$ cat config.mk
export PLATFORM = sky130hd
export DESIGN_NAME = uart_receiver_flat
export DESIGN_NICKNAME = d
export VERILOG_FILES = /design/src/rtl/uart_receiver_if.sv /design/src/rtl/uart_receiver.sv /design/src/flat_wrapper.sv
export SDC_FILE = /design/constraint.sdc
export NUM_CORES = 1
export LEC_CHECK = 0
export ABC_AREA = 0
export CAP_MARGIN = 5
export CORE_MARGIN = 8
export CORE_UTILIZATION = 40
export CTS_CLUSTER_DIAMETER = 100
export DETAILED_ROUTE_END_ITERATION = 8
export PLACE_DENSITY = 0.66
export SYNTH_ARGS = -nofsm -noshare
export SYNTH_HDL_FRONTEND = slang
export SYNTH_SLANG_ARGS = --single-unit
$ cat constraint.sdc
create_clock -name clock_i -period 3.2 [get_ports clock_i]
set_input_delay 0.48 -clock clock_i [delete_from_list [all_inputs] [get_ports clock_i]]
set_output_delay 0.48 -clock clock_i [all_outputs]
set_load 0.02 [all_outputs]
$ cat src/rtl/uart_receiver_if.sv
// Host-side bundle of the UART receiver: serial line, configuration, FIFO pop and status.
// Carries parity_error_o only when UART_RX_PARITY_EN is defined.
interface uart_receiver_if;
  logic       uart_rx_i;
  logic [1:0] baudrate_select_i;
  logic [5:0] data_buffer_full_thres_i;
  logic       data_read_i;
  logic [7:0] data_o;
  logic       data_valid_o;
  logic       data_buffer_full_o;
  logic       frame_error_o;
  logic       overrun_o;
`ifdef UART_RX_PARITY_EN
  logic       parity_error_o;

  modport slave (
    input  uart_rx_i, baudrate_select_i, data_buffer_full_thres_i, data_read_i,
    output data_o, data_valid_o, data_buffer_full_o, frame_error_o, overrun_o, parity_error_o
  );
  modport master (
    output uart_rx_i, baudrate_select_i, data_buffer_full_thres_i, data_read_i,
    input  data_o, data_valid_o, data_buffer_full_o, frame_error_o, overrun_o, parity_error_o
  );
`else
  modport slave (
    input  uart_rx_i, baudrate_select_i, data_buffer_full_thres_i, data_read_i,
    output data_o, data_valid_o, data_buffer_full_o, frame_error_o, overrun_o
  );
  modport master (
    output uart_rx_i, baudrate_select_i, data_buffer_full_thres_i, data_read_i,
    input  data_o, data_valid_o, data_buffer_full_o, frame_error_o, overrun_o
  );
`endif
endinterface

$ cat src/rtl/uart_receiver.sv
// UART receiver: 16x oversampled 8N1 (8E1 with UART_RX_PARITY_EN) into a 64-entry FWFT FIFO.
// Optional feature macro: UART_RX_PARITY_EN.
module uart_receiver #(
  parameter int CLK_FREQ_HZ = 50_000_000,
  parameter int FIFO_DEPTH  = 64
) (
  input logic       clock_i,
  input logic       reset_n_i,
  uart_receiver_if.slave bus
);

  function automatic int div_for(input int baud);
    return (CLK_FREQ_HZ + 8 * baud) / (16 * baud);
  endfunction

  localparam int DIV_9600   = div_for(9600);
  localparam int DIV_19200  = div_for(19200);
  localparam int DIV_57600  = div_for(57600);
  localparam int DIV_115200 = div_for(115200);
  localparam int DW = $clog2(DIV_9600 + 1);
  localparam int AW = $clog2(FIFO_DEPTH);
  localparam int CW = AW + 1;

  typedef enum logic [2:0] {
    S_IDLE,
    S_START,
    S_DATA,
    S_PARITY,
    S_STOP,
    S_BREAK
  } state_t;

  state_t          state_q, state_d;
  logic            rx_meta, rx_sync;
  logic [DW-1:0]   div_cnt, div_lat, div_sel;
  logic [3:0]      samp_cnt;
  logic [2:0]      bit_cnt;
  logic [7:0]      shreg;
  logic            tick, mid;
  logic            start_det, sample, push, fe_d, pe_d, drop;

  logic [7:0]      mem [FIFO_DEPTH];
  logic [AW-1:0]   wr_ptr, rd_ptr;
  logic [CW-1:0]   count, cnt_nxt;
  logic            do_push, do_pop, full_now, ovr_d;
  logic            frame_err_q, ovr_q, full_q;

  // Line is idle-high, so the synchroniser resets to 1 to avoid a false start.
  always_ff @(posedge clock_i or negedge reset_n_i) begin
    if (!reset_n_i) begin
      rx_meta <= 1'b1;
      rx_sync <= 1'b1;
    end else begin
      rx_meta <= bus.uart_rx_i;
      rx_sync <= rx_meta;
    end
  end

  always_comb begin
    case (bus.baudrate_select_i)
      2'b00:   div_sel = DW'(DIV_9600);
      2'b01:   div_sel = DW'(DIV_19200);
      2'b10:   div_sel = DW'(DIV_57600);
      default: div_sel = DW'(DIV_115200);
    endcase
  end

  assign tick = (div_cnt == div_lat - DW'(1));
  // Sample counter is free-running mod 16: every mid-bit lands on count 7.
  assign mid  = tick && (samp_cnt == 4'd7);

  always_ff @(posedge clock_i or negedge reset_n_i) begin
    if (!reset_n_i) begin
      div_cnt  <= '0;
      div_lat  <= DW'(DIV_9600);
      samp_cnt <= '0;
    end else if (start_det) begin
      div_cnt  <= '0;
      div_lat  <= div_sel;
      samp_cnt <= '0;
    end else if (tick) begin
      div_cnt  <= '0;
      samp_cnt <= samp_cnt + 4'd1;
    end else begin
      div_cnt  <= div_cnt + DW'(1);
    end
  end

  always_ff @(posedge clock_i or negedge reset_n_i) begin
    if (!reset_n_i) state_q <= S_IDLE;
    else            state_q <= state_d;
  end

  always_comb begin
    state_d   = state_q;
    start_det = 1'b0;
    sample    = 1'b0;
    push      = 1'b0;
    fe_d      = 1'b0;
    pe_d      = 1'b0;
    case (state_q)
      S_IDLE: if (!rx_sync) begin
        start_det = 1'b1;
        state_d   = S_START;
      end
      S_START: if (mid) state_d = rx_sync ? S_IDLE : S_DATA;
      S_DATA: if (mid) begin
        sample = 1'b1;
`ifdef UART_RX_PARITY_EN
        if (bit_cnt == 3'd7) state_d = S_PARITY;
`else
        if (bit_cnt == 3'd7) state_d = S_STOP;
`endif
      end
`ifdef UART_RX_PARITY_EN
      S_PARITY: if (mid) begin
        pe_d    = ^{shreg, rx_sync};
        state_d = S_STOP;
      end
`endif
      S_STOP: if (mid) begin
        if (rx_sync) begin
          push    = !drop;
          state_d = S_IDLE;
        end else begin
          fe_d    = 1'b1;
          state_d = S_BREAK;
        end
      end
      S_BREAK: if (rx_sync) state_d = S_IDLE;
      default: state_d = S_IDLE;
    endcase
  end

  always_ff @(posedge clock_i or negedge reset_n_i) begin
    if (!reset_n_i) begin
      bit_cnt <= '0;
      shreg   <= '0;
    end else if (start_det) begin
      bit_cnt <= '0;
    end else if (sample) begin
      shreg   <= {rx_sync, shreg[7:1]};
      bit_cnt <= bit_cnt + 3'd1;
    end
  end

`ifdef UART_RX_PARITY_EN
  logic par_err_q;

  // A bad parity still runs the stop check; the byte is just not pushed.
  always_ff @(posedge clock_i or negedge reset_n_i) begin
    if (!reset_n_i) begin
      drop      <= 1'b0;
      par_err_q <= 1'b0;
    end else begin
      par_err_q <= pe_d;
      if (start_det) drop <= 1'b0;
      else if (pe_d) drop <= 1'b1;
    end
  end

  assign bus.parity_error_o = par_err_q;
`else
  assign drop = 1'b0;
`endif

  assign full_now = (count == CW'(FIFO_DEPTH));
  assign do_pop   = bus.data_read_i && (count != '0);
  assign do_push  = push && (!full_now || do_pop);
  assign ovr_d    = push && full_now && !do_pop;

  always_comb begin
    cnt_nxt = count;
    if (do_push && !do_pop)      cnt_nxt = count + CW'(1);
    else if (!do_push && do_pop) cnt_nxt = count - CW'(1);
  end

  always_ff @(posedge clock_i) begin
    if (do_push) mem[wr_ptr] <= shreg;
  end

  always_ff @(posedge clock_i or negedge reset_n_i) begin
    if (!reset_n_i) begin
      wr_ptr      <= '0;
      rd_ptr      <= '0;
      count       <= '0;
      full_q      <= 1'b0;
      frame_err_q <= 1'b0;
      ovr_q       <= 1'b0;
    end else begin
      if (do_push) wr_ptr <= wr_ptr + AW'(1);
      if (do_pop)  rd_ptr <= rd_ptr + AW'(1);
      count       <= cnt_nxt;
      full_q      <= (bus.data_buffer_full_thres_i == 6'd0) ? (cnt_nxt == CW'(FIFO_DEPTH))
                                                            : (cnt_nxt >= CW'(bus.data_buffer_full_thres_i));
      frame_err_q <= fe_d;
      ovr_q       <= ovr_d;
    end
  end

  assign bus.data_o             = (count != '0) ? mem[rd_ptr] : 8'h00;
  assign bus.data_valid_o       = (count != '0);
  assign bus.data_buffer_full_o = full_q;
  assign bus.frame_error_o      = frame_err_q;
  assign bus.overrun_o          = ovr_q;

endmodule
$ cat src/flat_wrapper.sv
// flat-port wrapper written by rule: the top's interface ports become plain ports
module uart_receiver_flat 
#(
  parameter int CLK_FREQ_HZ = 50_000_000,
  parameter int FIFO_DEPTH  = 64
)
  (clock_i, reset_n_i, bus_uart_rx_i, bus_baudrate_select_i, bus_data_buffer_full_thres_i, bus_data_read_i, bus_data_o, bus_data_valid_o, bus_data_buffer_full_o, bus_frame_error_o, bus_overrun_o);
  uart_receiver_if bus_i ();
  input logic clock_i;
  input logic reset_n_i;
  input wire logic [$bits(bus_i.uart_rx_i)-1:0] bus_uart_rx_i;
  input wire logic [$bits(bus_i.baudrate_select_i)-1:0] bus_baudrate_select_i;
  input wire logic [$bits(bus_i.data_buffer_full_thres_i)-1:0] bus_data_buffer_full_thres_i;
  input wire logic [$bits(bus_i.data_read_i)-1:0] bus_data_read_i;
  output wire logic [$bits(bus_i.data_o)-1:0] bus_data_o;
  output wire logic [$bits(bus_i.data_valid_o)-1:0] bus_data_valid_o;
  output wire logic [$bits(bus_i.data_buffer_full_o)-1:0] bus_data_buffer_full_o;
  output wire logic [$bits(bus_i.frame_error_o)-1:0] bus_frame_error_o;
  output wire logic [$bits(bus_i.overrun_o)-1:0] bus_overrun_o;
  assign bus_i.uart_rx_i = bus_uart_rx_i;
  assign bus_i.baudrate_select_i = bus_baudrate_select_i;
  assign bus_i.data_buffer_full_thres_i = bus_data_buffer_full_thres_i;
  assign bus_i.data_read_i = bus_data_read_i;
  assign bus_data_o = bus_i.data_o;
  assign bus_data_valid_o = bus_i.data_valid_o;
  assign bus_data_buffer_full_o = bus_i.data_buffer_full_o;
  assign bus_frame_error_o = bus_i.frame_error_o;
  assign bus_overrun_o = bus_i.overrun_o;
  uart_receiver #(.CLK_FREQ_HZ(CLK_FREQ_HZ), .FIFO_DEPTH(FIFO_DEPTH)) u_core (.clock_i(clock_i), .reset_n_i(reset_n_i), .bus(bus_i));
endmodule
==> results.toml, run 1 <==
[layout]
layout_common_cells = "edfxtp_1, mux4_2, buf_4, nor2_1, clkbuf_16"
fin_nets = 1352
final_cells = 2124
final_layout_size_suffix_gt1_frac = 0.360
antenna_cells = 0
fin_area_sq_um = 27600
syn2layout_area_growth_pct = 21.2
multi_input_area_sq_um = 5760
n_fill_cell = 4570
final_common_cell = "edfxtp_1"
ff_latch_area_sq_um = 16800

[place]
detailedPlace.worstSlack_ns = -0.512
io_buffers = 23
dpl.hpwl_mm = 31.5
place_inst = 1986
place_area_sq_um = 25100
gp_congestion = 0.789

[yosys]
ys.flop_type = "edfxtp_1"
syn_nets = 1140
ys_seq_area_frac = 0.739
synth_cells = 1109
yosysWarnings = 0
syn_area_per_cell_sq_um = 20.5
ys_types = 47
synth-seq-cells = 570
syn_area_sq_um = 22800
synth_edf_count = 512
async_flop_share = 0.102

[timing]
fin_worst_skew_ns = 0.0452
clock.fmax_mhz = 259
worst_pin_slew_ns = 1.25
slew_violations = 0
setup-violations-final = 8
worst_slack_ns = -0.662
rsz0062_at_grt = "true"
fin_crit_sh = 1.21
finalHoldViolCount = 0
relSlewSlack = 0.164
fin_tns_setup_ns = -5.02
period_needed_ns = 3.86

[floorplanning]
coreArea_sq_um = 56300
die_height_um = 255
initial_core_util = 0.404
die-area_sq_um = 64800
row_count = 87
ios = 24
die_w_um = 255

[power_and_ir_drop]
powerDensity_nw_per_um2 = 698
power.share.switching = 0.256
p_leak_nw = 10.7
p_clk_frac = 0.344
p_seq_frac = 0.434
ir_worst_vdd_mv = 0.443
combPwrFrac = 0.222
switching_power_mw = 4.92
p_int_mw = 14.3

[worst_hold_path]
worstHoldStart = "bus_uart_rx_i"
hp-class = "in2reg"

[grt]
grt_usage = 0.158
grt_pass1_wl_mm = 76.1
grt_max_degree = 67
overflow = 0
antenna_found_initial = 0
grt_pass1_vias = 11800

[critical_path]
end_kind = "output pin"
cp-startpoint = "u_core.rd_ptr[0]"
arrival_ns = 3.38
cp_max_fo = 8
rr_startpoint = "u_core.div_lat[6]"
start_kind = "flop"
crit_type = "reg2out"
cp.required_ns = 2.72

[clocking]
cts_buffer_depth = 3
clkSlewWorstSetupHoldPaths_ns = 0.06
htree_levels = 2
cts_made_buffers = 57
cts_tree = "yes"
cts_num_sinks = 570
clock_latency_ns = 0.63
cts_root_buf = "clkbuf_16"

[run]
drv_cap = 0

[status]
violations = "negative setup slack"
status = "finished, violations left"

[route]
drt_iter0_markers = 1007
postRouteAntennaNets = 0
drc = 0
vias_per_cell = 5.37
wl_per_cell_um = 23.9
drt_wl_total_mm = 50.7
vias = 11400
firstDrtPassIters = 5
==> synthesized netlist by cell type, types with 5 or more instances <==
cell type	n	share of area
edfxtp_1	512	0.68
mux4_2	168	0.17
nor2_1	95	0.016
dfrtp_1	54	0.059
nand2_1	40	0.0066
clkbuf_1	26	0.0043
ha_1	19	0.010
xor2_1	16	0.0062
inv_1	15	0.0025
nand3_1	15	0.0033
xnor2_1	15	0.0058
buf_1	14	0.0023
and2_1	11	0.0030
buf_4	9	0.0030
nand4_1	9	0.0025
mux2i_1	6	0.0026
nor4_1	6	0.0016
o21ai_0	6	0.0013
a21oi_1	5	0.0011
and3_1	5	0.0014
mux2_2	5	0.0025
nand3b_1	5	0.0016
nor3_1	5	0.0011
==> path summary, 6_finish.rpt <==
| check | to | slack [ns] | cells after the start |
|---|---|---|---|
| worst max register to register | u_core.bus.data_buffer_full_o | 0.11 | 14 |
| worst min-delay path | u_core.rx_meta | 0.30 | 1 |
| min in group asynchronous | u_core.count[1] | 0.36 | 2 |
| worst max-delay path | bus_data_o[3] | -0.66 | 9 |
| worst min register to register | u_core.rx_sync | 0.36 | 0 |
| max in group asynchronous | u_core.rd_ptr[0] | 2.13 | 3 |
==> per-layer routing <==
| layer | GRT usage | part of all wire |
|---|---|---|
| met2 | 0.257 | 0.49 |
| met3 | 0.0390 | 0.070 |
| met5 | 0 | 0 |
| met1 | 0.213 | 0.42 |
| met4 | 0.0447 | 0.023 |
==> stage by stage <==
step / power [mW] / hold WS, ns / utilization
after CTS: 19.3 / 0.258 / 0.487
after global routing: 20.0 / 0.260 / 0.490
after detailed placement: 12.0 / 0.350 / 0.446
after global placement: 11.9 / 0.350 / 0.446
after floorplan: 10.7 / 0.184 / -
final: 19.2 / 0.297 / 0.490
==> state kept, by name, indices dropped and copies added (netlist names) <==
register / cells
u_core.count: 7
u_core.div_cnt: 9
u_core.div_lat: 7
u_core.bus.overrun_o: 1
u_core.state_q: 3
u_core.bus.frame_error_o: 1
u_core.wr_ptr: 6
u_core.shreg: 8
u_core.samp_cnt: 4
u_core.rx_meta: 1
u_core.rx_sync: 1
u_core.rd_ptr: 6
u_core.mem: 512
u_core.bit_cnt: 3
u_core.bus.data_buffer_full_o: 1
==> power groups by stage <==
| stage | clock network (mW) | registers (mW) | logic (mW) |
|---|---|---|---|
| after CTS | 6.74 | 8.35 | 4.17 |
| after global routing | 7.03 | 8.37 | 4.57 |
| after floorplan | 0 | 8.44 | 2.23 |
| after global placement | 0 | 8.51 | 3.43 |
| final | 6.62 | 8.35 | 4.27 |
| after detailed placement | 0 | 8.52 | 3.46 |
==> cells by family after synthesis <==
family	share of synthesized area
multiplexers	0.173
flip-flops	0.739
AND/OR/NAND/NOR	0.0447
buffers and inverters	0.0127
adder cells (fa/ha/maj)	0.0104
AO/OA/AOI/OAI	0.00753
XOR/XNOR	0.0119
==> critical path, stage by stage (launching register included) <==
cell,delay (ns)
dfrtp_4,0.50
buf_6,0.14
buf_6,0.13
buf_12,0.14
buf_4,0.13
mux4_2,0.41
mux4_2,0.51
mux4_2,0.53
and2_4,0.18
buf_6,0.12
==> area by class of cell <==
type                            instances  share of cell area
Clock inverter                         36              0.0133
Clock buffer                           70              0.0542
Sequential cell                       570               0.611
Inverter                               15             0.00204
Multi-Input combinational cell        472               0.209
Tap cell                              756              0.0343
Timing Repair Buffer                  205              0.0763
==> timing repair <==
item | CTS | global route
gates cloned | 6 | 1
setup endpoints to repair | 10 | 10
endpoints found under the hold margin | 15 | 0
pin swaps | 16 | 7
buffers inserted | 16 | 9
hold buffers | 1 | 0
gates resized for setup | 88 | 15
(Power assumes the default switching activity.)
==> inputs of run 2 (changes only) <==
Settings changed: CTS_BUF_LIST set to sky130_fd_sc_hd__clkbuf_16, PLACE_DENSITY 0.66 to 0.64, SETUP_SLACK_MARGIN set to 0.3.
Clock period 3.2 ns to 4.9 ns, I/O delays scaled along.
==> run 2 against run 1 <==
Compared with the run above:
- the run now ends clean
- clock skew fell by 0.015 ns
- first-iteration DRC count rose by 3.3%
- global-route usage fell by 0.91 points
- total power fell by 39%
- combinational power fell by 54%
- utilization fell by 2.9 points
- cell count fell by 7.3%
- critical endpoint is now bus_data_o[0]
- highest routed layer unchanged
==> results.toml, run 2 (same netlist as run 1, synthesis figures left out) <==
[worst_hold_path]
hp-class = "in2async"

[critical_path]
start_kind = "flop"
arrival_ns = 3.77
rr_startpoint = "u_core.count[0]"
r2r_cells = 16
end_kind = "output pin"
cp.required_ns = 4.16
crit_type = "reg2out"
cp_max_fo = 16
reg2reg_to = "u_core.bus.data_buffer_full_o"
r2r_slack_ns = 1.04

[layout]
layout_common_cells = "edfxtp_1, mux4_2, nor2_1, clkbuf_16, dfrtp_1"
final_layout_size_suffix_gt1_frac = 0.248
largestRegisters = "u_core.mem: 512 flops, u_core.div_cnt: 9 flops, u_core.shreg: 8 flops"
final_cells = 1968
syn2layout_area_growth_pct = 14.0
antenna_cells = 0
final_common_cell = "edfxtp_1"
fin_nets = 1199
top_register = "u_core.mem"
largest_reg_flops = 512
fin_area_sq_um = 26000

[route]
dr.max_layer_used = "met4"
firstDrtPassIters = 5
postRouteAntennaNets = 0
met2_length_mm = 22.6
drt_wl_total_mm = 47.4
wl_per_cell_um = 24.1
drc = 0
met1_length_mm = 20.6
vias = 10800
drt_iter0_markers = 1040
vias_per_cell = 5.46
wl_met3_mm = 3.39

[floorplanning]
coreArea_sq_um = 56300
die-area_sq_um = 64800
die_w_um = 255
ios = 24
die_height_um = 255
row_count = 87
initial_core_util = 0.404

[power_and_ir_drop]
combPwrFrac = 0.166
switching_power_mw = 3.04
powerDensity_nw_per_um2 = 456
p_int_mw = 8.79
power.share.switching = 0.257
p_clk_frac = 0.364
ir_worst_vdd_mv = 0.274
p_seq_frac = 0.469
p_leak_nw = 9.85
finalPower_mw = 11.8

[timing]
slew_violations = 0
rsz0062_at_grt = "false"
period_needed_ns = 4.51
whs_ns = 0.288
fin_worst_skew_ns = 0.0306
fin_tns_setup_ns = 0
finalHoldViolCount = 0
setup-violations-final = 0
relSlewSlack = 0.182
clock.fmax_mhz = 222
fin_crit_sh = 0.920
worst_pin_slew_ns = 1.23

[status]
status = "completed"

[run]
drv_cap = 0

[clocking]
cts_num_sinks = 570
cts_root_buf = "clkbuf_16"
htree_levels = 2
cts_made_buffers = 56
cts_tree = "yes"
hold_buffers = 0
clock_latency_ns = 0.62
cts_buffer_depth = 3
clkSlewWorstSetupHoldPaths_ns = 0.06

[grt]
grt_usage = 0.149
grt_max_degree = 67
grt_pass1_vias = 11200
overflow = 0
grt_pass1_wl_mm = 72.2
antenna_found_initial = 0

[place]
place_area_sq_um = 23900
gp_congestion = 0.791
io_buffers = 23
place_inst = 1854
dpl.hpwl_mm = 28.5
## run 2: cell count changes in the layout (fill, tap and decap cells not counted), sizes merged
cell           previous run  this run
buf                     189        30
clkbuf                   71        56
inv                      17        31
clkdlybuf4s50            13        18
clkinv                   27        22
dlymetal6s2s              0         4
bufinv                    6         8
bufbuf                    0         1
clkinvlp                  1         0
dlygate4sd2               1         0
dlygate4sd3               1         0
## run 2: critical path: stages, from the launching register on
cell	delay (ns)
dfrtp_4	0.46
buf_12	0.14
bufbuf_16	0.33
mux4_2	0.55
mux4_2	0.51
mux4_2	0.47
and2_1	0.17
clkdlybuf4s50_1	0.53
## run 2: how the worst max path moves through the flow
stage,from,end,slack [ns],cells after the start
CTS,u_core.rd_ptr[0],bus_data_o[1],0.33,7
finish,u_core.rd_ptr[0],bus_data_o[0],0.39,7
floorplan,u_core.rd_ptr[0],bus_data_o[0],1.49,6
global placement,u_core.rd_ptr[0],bus_data_o[5],0.68,6
global route,u_core.rd_ptr[0],bus_data_o[7],0.32,7
detailed placement,u_core.rd_ptr[0],bus_data_o[5],0.69,6
## run 2: final cells by class
cell class	count	area (sq um)
clock inverters	46	447
clock buffers	56	1400
repair buffers	53	611
flip-flops and latches	570	16800
fillers	4683	30300
inverters	15	56.3
multi-input cells	472	5640
well taps	756	946
## run 2: per-stage QoR
step           worst slack, ns   util
4_1_cts                  0.326  0.461
3_3_place_gp             0.679  0.425
3_5_place_dp             0.694  0.425
5_1_grt                  0.316  0.461
6_report                 0.393  0.461
2_1_floorplan             1.49      -
## run 2: power groups by stage
stage          registers [mW]  clock network [mW]  logic [mW]
2_1_floorplan            5.51                   0        1.45
3_3_place_gp             5.73                   0        1.69
3_5_place_dp             5.73                   0        1.71
4_1_cts                  5.55                4.39        2.00
5_1_grt                  5.57                4.58        2.13
6_report                 5.55                4.31        1.97
## run 2: what timing repair did
action / in CTS / in global routing
pin swaps: 0 / 0
setup endpoints to repair: 8 / 6
gates cloned: 1 / 0
setup buffers: 11 / 0
gates resized for setup: 2 / 7
## run 2: per-layer routing
| layer | up-vias | track usage |
|---|---|---|
| met5 | - | 0 |
| met4 | 0 | 0.0315 |
| met3 | 59 | 0.0300 |
| met2 | 363 | 0.240 |
| met1 | 5681 | 0.211 |
| li1 | 4650 | - |
==> inputs of run 3 (changes only) <==
Settings changed: ABC_AREA 0 to 1.
Clock period 4.9 ns to 4.7 ns, I/O delays scaled along.
==> run 3 against run 2 <==
Compared with the run above:
- synthesized cell count is 74% higher
- critical path type unchanged
- clock power rose by 5.6%
- largest power group unchanged
- highest routed layer unchanged
- global-route usage increased by 2.2 points
- synthesized area rose by 3.5%
- sequential cell count stayed put
- routed wire length up 24%
- utilization fell by 0.44 points
==> results.toml, run 3 <==
[timing]
clock.fmax_mhz = 231
period_needed_ns = 4.33
rsz0062_at_grt = "true"
relSlewSlack = 0.388
slew_violations = 0
finalHoldViolCount = 0
fin_worst_skew_ns = 0.0342
whs_ns = 0.154
fin_crit_sh = 0.922
fin_tns_setup_ns = 0
setup-violations-final = 0
worst_pin_slew_ns = 0.914

[critical_path]
reg2reg_to = "u_core.mem[3][5]"
crit_type = "reg2out"
r2r_slack_ns = 1.30
cp_common_cell = "nand3_1"
rr_startpoint = "u_core.div_cnt[5]"
cp_max_fo = 55
arrival_ns = 3.63
max_stage_delay_ns = 0.66
crit_chain = "inv_2, buf_12, o21ai_0, o22ai_1, a21oi_1, nand3_1, nand3_1, a21oi_2, clkdlybuf4s50_1"
end_kind = "output pin"
r2r_cells = 11
critical-path-top-delay-family = "buffers and inverters"
critical_path.slowest_cell = "dfrtp_4"
start_kind = "flop"
crit_buf_inv = 3
cp.required_ns = 3.99

[yosys]
synthTopCellsByCount = "edfxtp_1, nor2_1, o21ai_0"
syn_nets = 1966
synth_top_area_share = 0.653
syn_area_sq_um = 23600
async_flop_share = 0.102
ys_seq_area_frac = 0.714
netlist_top_cells_area = "edfxtp_1, o21ai_0, dfrtp_1, nor2_1, nand2_1"
ys.flop_type = "edfxtp_1"
synth.most_common_cell = "edfxtp_1"
synth-seq-cells = 570
synth_top_cell_by_area = "edfxtp_1"
synth_edf_count = 512
syn_area_per_cell_sq_um = 12.2
synth_cells = 1935
yosysWarnings = 0
ys_types = 43

[worst_hold_path]
hp-class = "in2async"

[power_and_ir_drop]
ir_worst_vdd_mv = 0.539
p_leak_nw = 10.4
powerDensity_nw_per_um2 = 585
finalPower_mw = 15.6

[layout]
syn2layout_area_growth_pct = 13.6
top_register = "u_core.mem"
n_fill_cell = 5208
antenna_cells = 0
final_common_cell = "edfxtp_1"
final_cells = 2773
largest_reg_flops = 512
fin_nets = 1984
largestRegisters = "u_core.mem: 512 flops, u_core.div_cnt: 9 flops, u_core.shreg: 8 flops"
final_layout_size_suffix_gt1_frac = 0.0880
fin_area_sq_um = 26800
layout_common_cells = "edfxtp_1, nor2_1, o21ai_0, nand2_1, inv_1"

[floorplanning]
die_w_um = 259
coreArea_sq_um = 58600
row_count = 89
ios = 24
die-area_sq_um = 66900
die_height_um = 259
initial_core_util = 0.402

[place]
io_buffers = 23
dpl.hpwl_mm = 35.2
gp_congestion = 0.894
place_area_sq_um = 24700
place_inst = 2661

[route]
vias = 15500
drc = 0
wl_per_cell_um = 21.3
postRouteAntennaNets = 0
firstDrtPassIters = 5
drt_iter0_markers = 1632
vias_per_cell = 5.61
drt_wl_total_mm = 58.9

[clocking]
cts_buffer_depth = 3
cts_made_buffers = 59
cts_tree = "yes"
clkSlewWorstSetupHoldPaths_ns = 0.06
htree_levels = 2
cts_root_buf = "clkbuf_16"
clock_latency_ns = 0.63
cts_num_sinks = 570

[grt]
grt_usage = 0.172
grt_max_degree = 91
overflow = 0
grt_pass1_vias = 15000
antenna_found_initial = 1
grt_pass1_wl_mm = 90.2

[run]
drv_cap = 0

[status]
status = "completed"
-- run 3: cells by family (layout without fill, tap and decap cells) --
kind of cell / after synthesis / count (layout) / share of synthesized area
xor+xnor: 23 / 23 / 0.00855
buf+inv: 189 / 254 / 0.0318
mux: 1 / 1 / 0.000478
simple gates: 669 / 669 / 0.121
flops: 570 / 570 / 0.714
fa+ha+maj: 19 / 19 / 0.0101
compound gates: 464 / 464 / 0.113
-- run 3: report_power, final --
group          switching, mW  internal (mW)  total (mW)  leakage (nW)
clock                   1.93           2.61        4.55         0.954
sequential             0.264           5.59        5.85          6.65
combinational           3.47           1.78        5.25          2.77
-- run 3: worst max path at each step --
stage               slack [ns]  cells after the start                             to        startpoint
CTS                       0.34                      9                  bus_data_o[6]  u_core.rd_ptr[0]
finish                    0.37                      9                  bus_data_o[5]  u_core.rd_ptr[1]
detailed placement        0.70                      9                  bus_data_o[5]  u_core.rd_ptr[0]
floorplan                 1.96                     21  u_core.bus.data_buffer_full_o   u_core.count[0]
global placement          0.76                      9                  bus_data_o[5]  u_core.rd_ptr[0]
global route              0.23                      9                  bus_data_o[3]  u_core.rd_ptr[0]
-- run 3: through the flow --
step	utilization	setup slack [ns]
2_1_floorplan	-	1.96
3_3_place_gp	0.422	0.760
3_5_place_dp	0.422	0.700
4_1_cts	0.456	0.341
5_1_grt	0.457	0.227
6_report	0.457	0.367
-- run 3: what timing repair did --
item | in CTS | in global routing
hold buffers | 0 | 0
cloned | 2 | 0
gates resized for setup | 7 | 3
setup buffers | 1 | 1
endpoints found under the setup margin | 8 | 5
-- run 3: routing by layer --
metal / global-route usage / part of all wire / wire length, um
met1: 0.238 / 0.43 / 25100
met2: 0.273 / 0.46 / 27300
met3: 0.0309 / 0.082 / 4840
met4: 0.0556 / 0.029 / 1700
met5: 0 / 0 / 0
-- run 3: area by class of cell --
type                       count  area [sq um]  area share
clock buffer                  59          1480      0.0552
clock inverter                49           428      0.0160
inverter                      84           332      0.0124
multi-input combinational   1176          6000       0.224
sequential                   570         16800       0.630
tap                          773           967      0.0362
timing repair buffer          62           704      0.0263
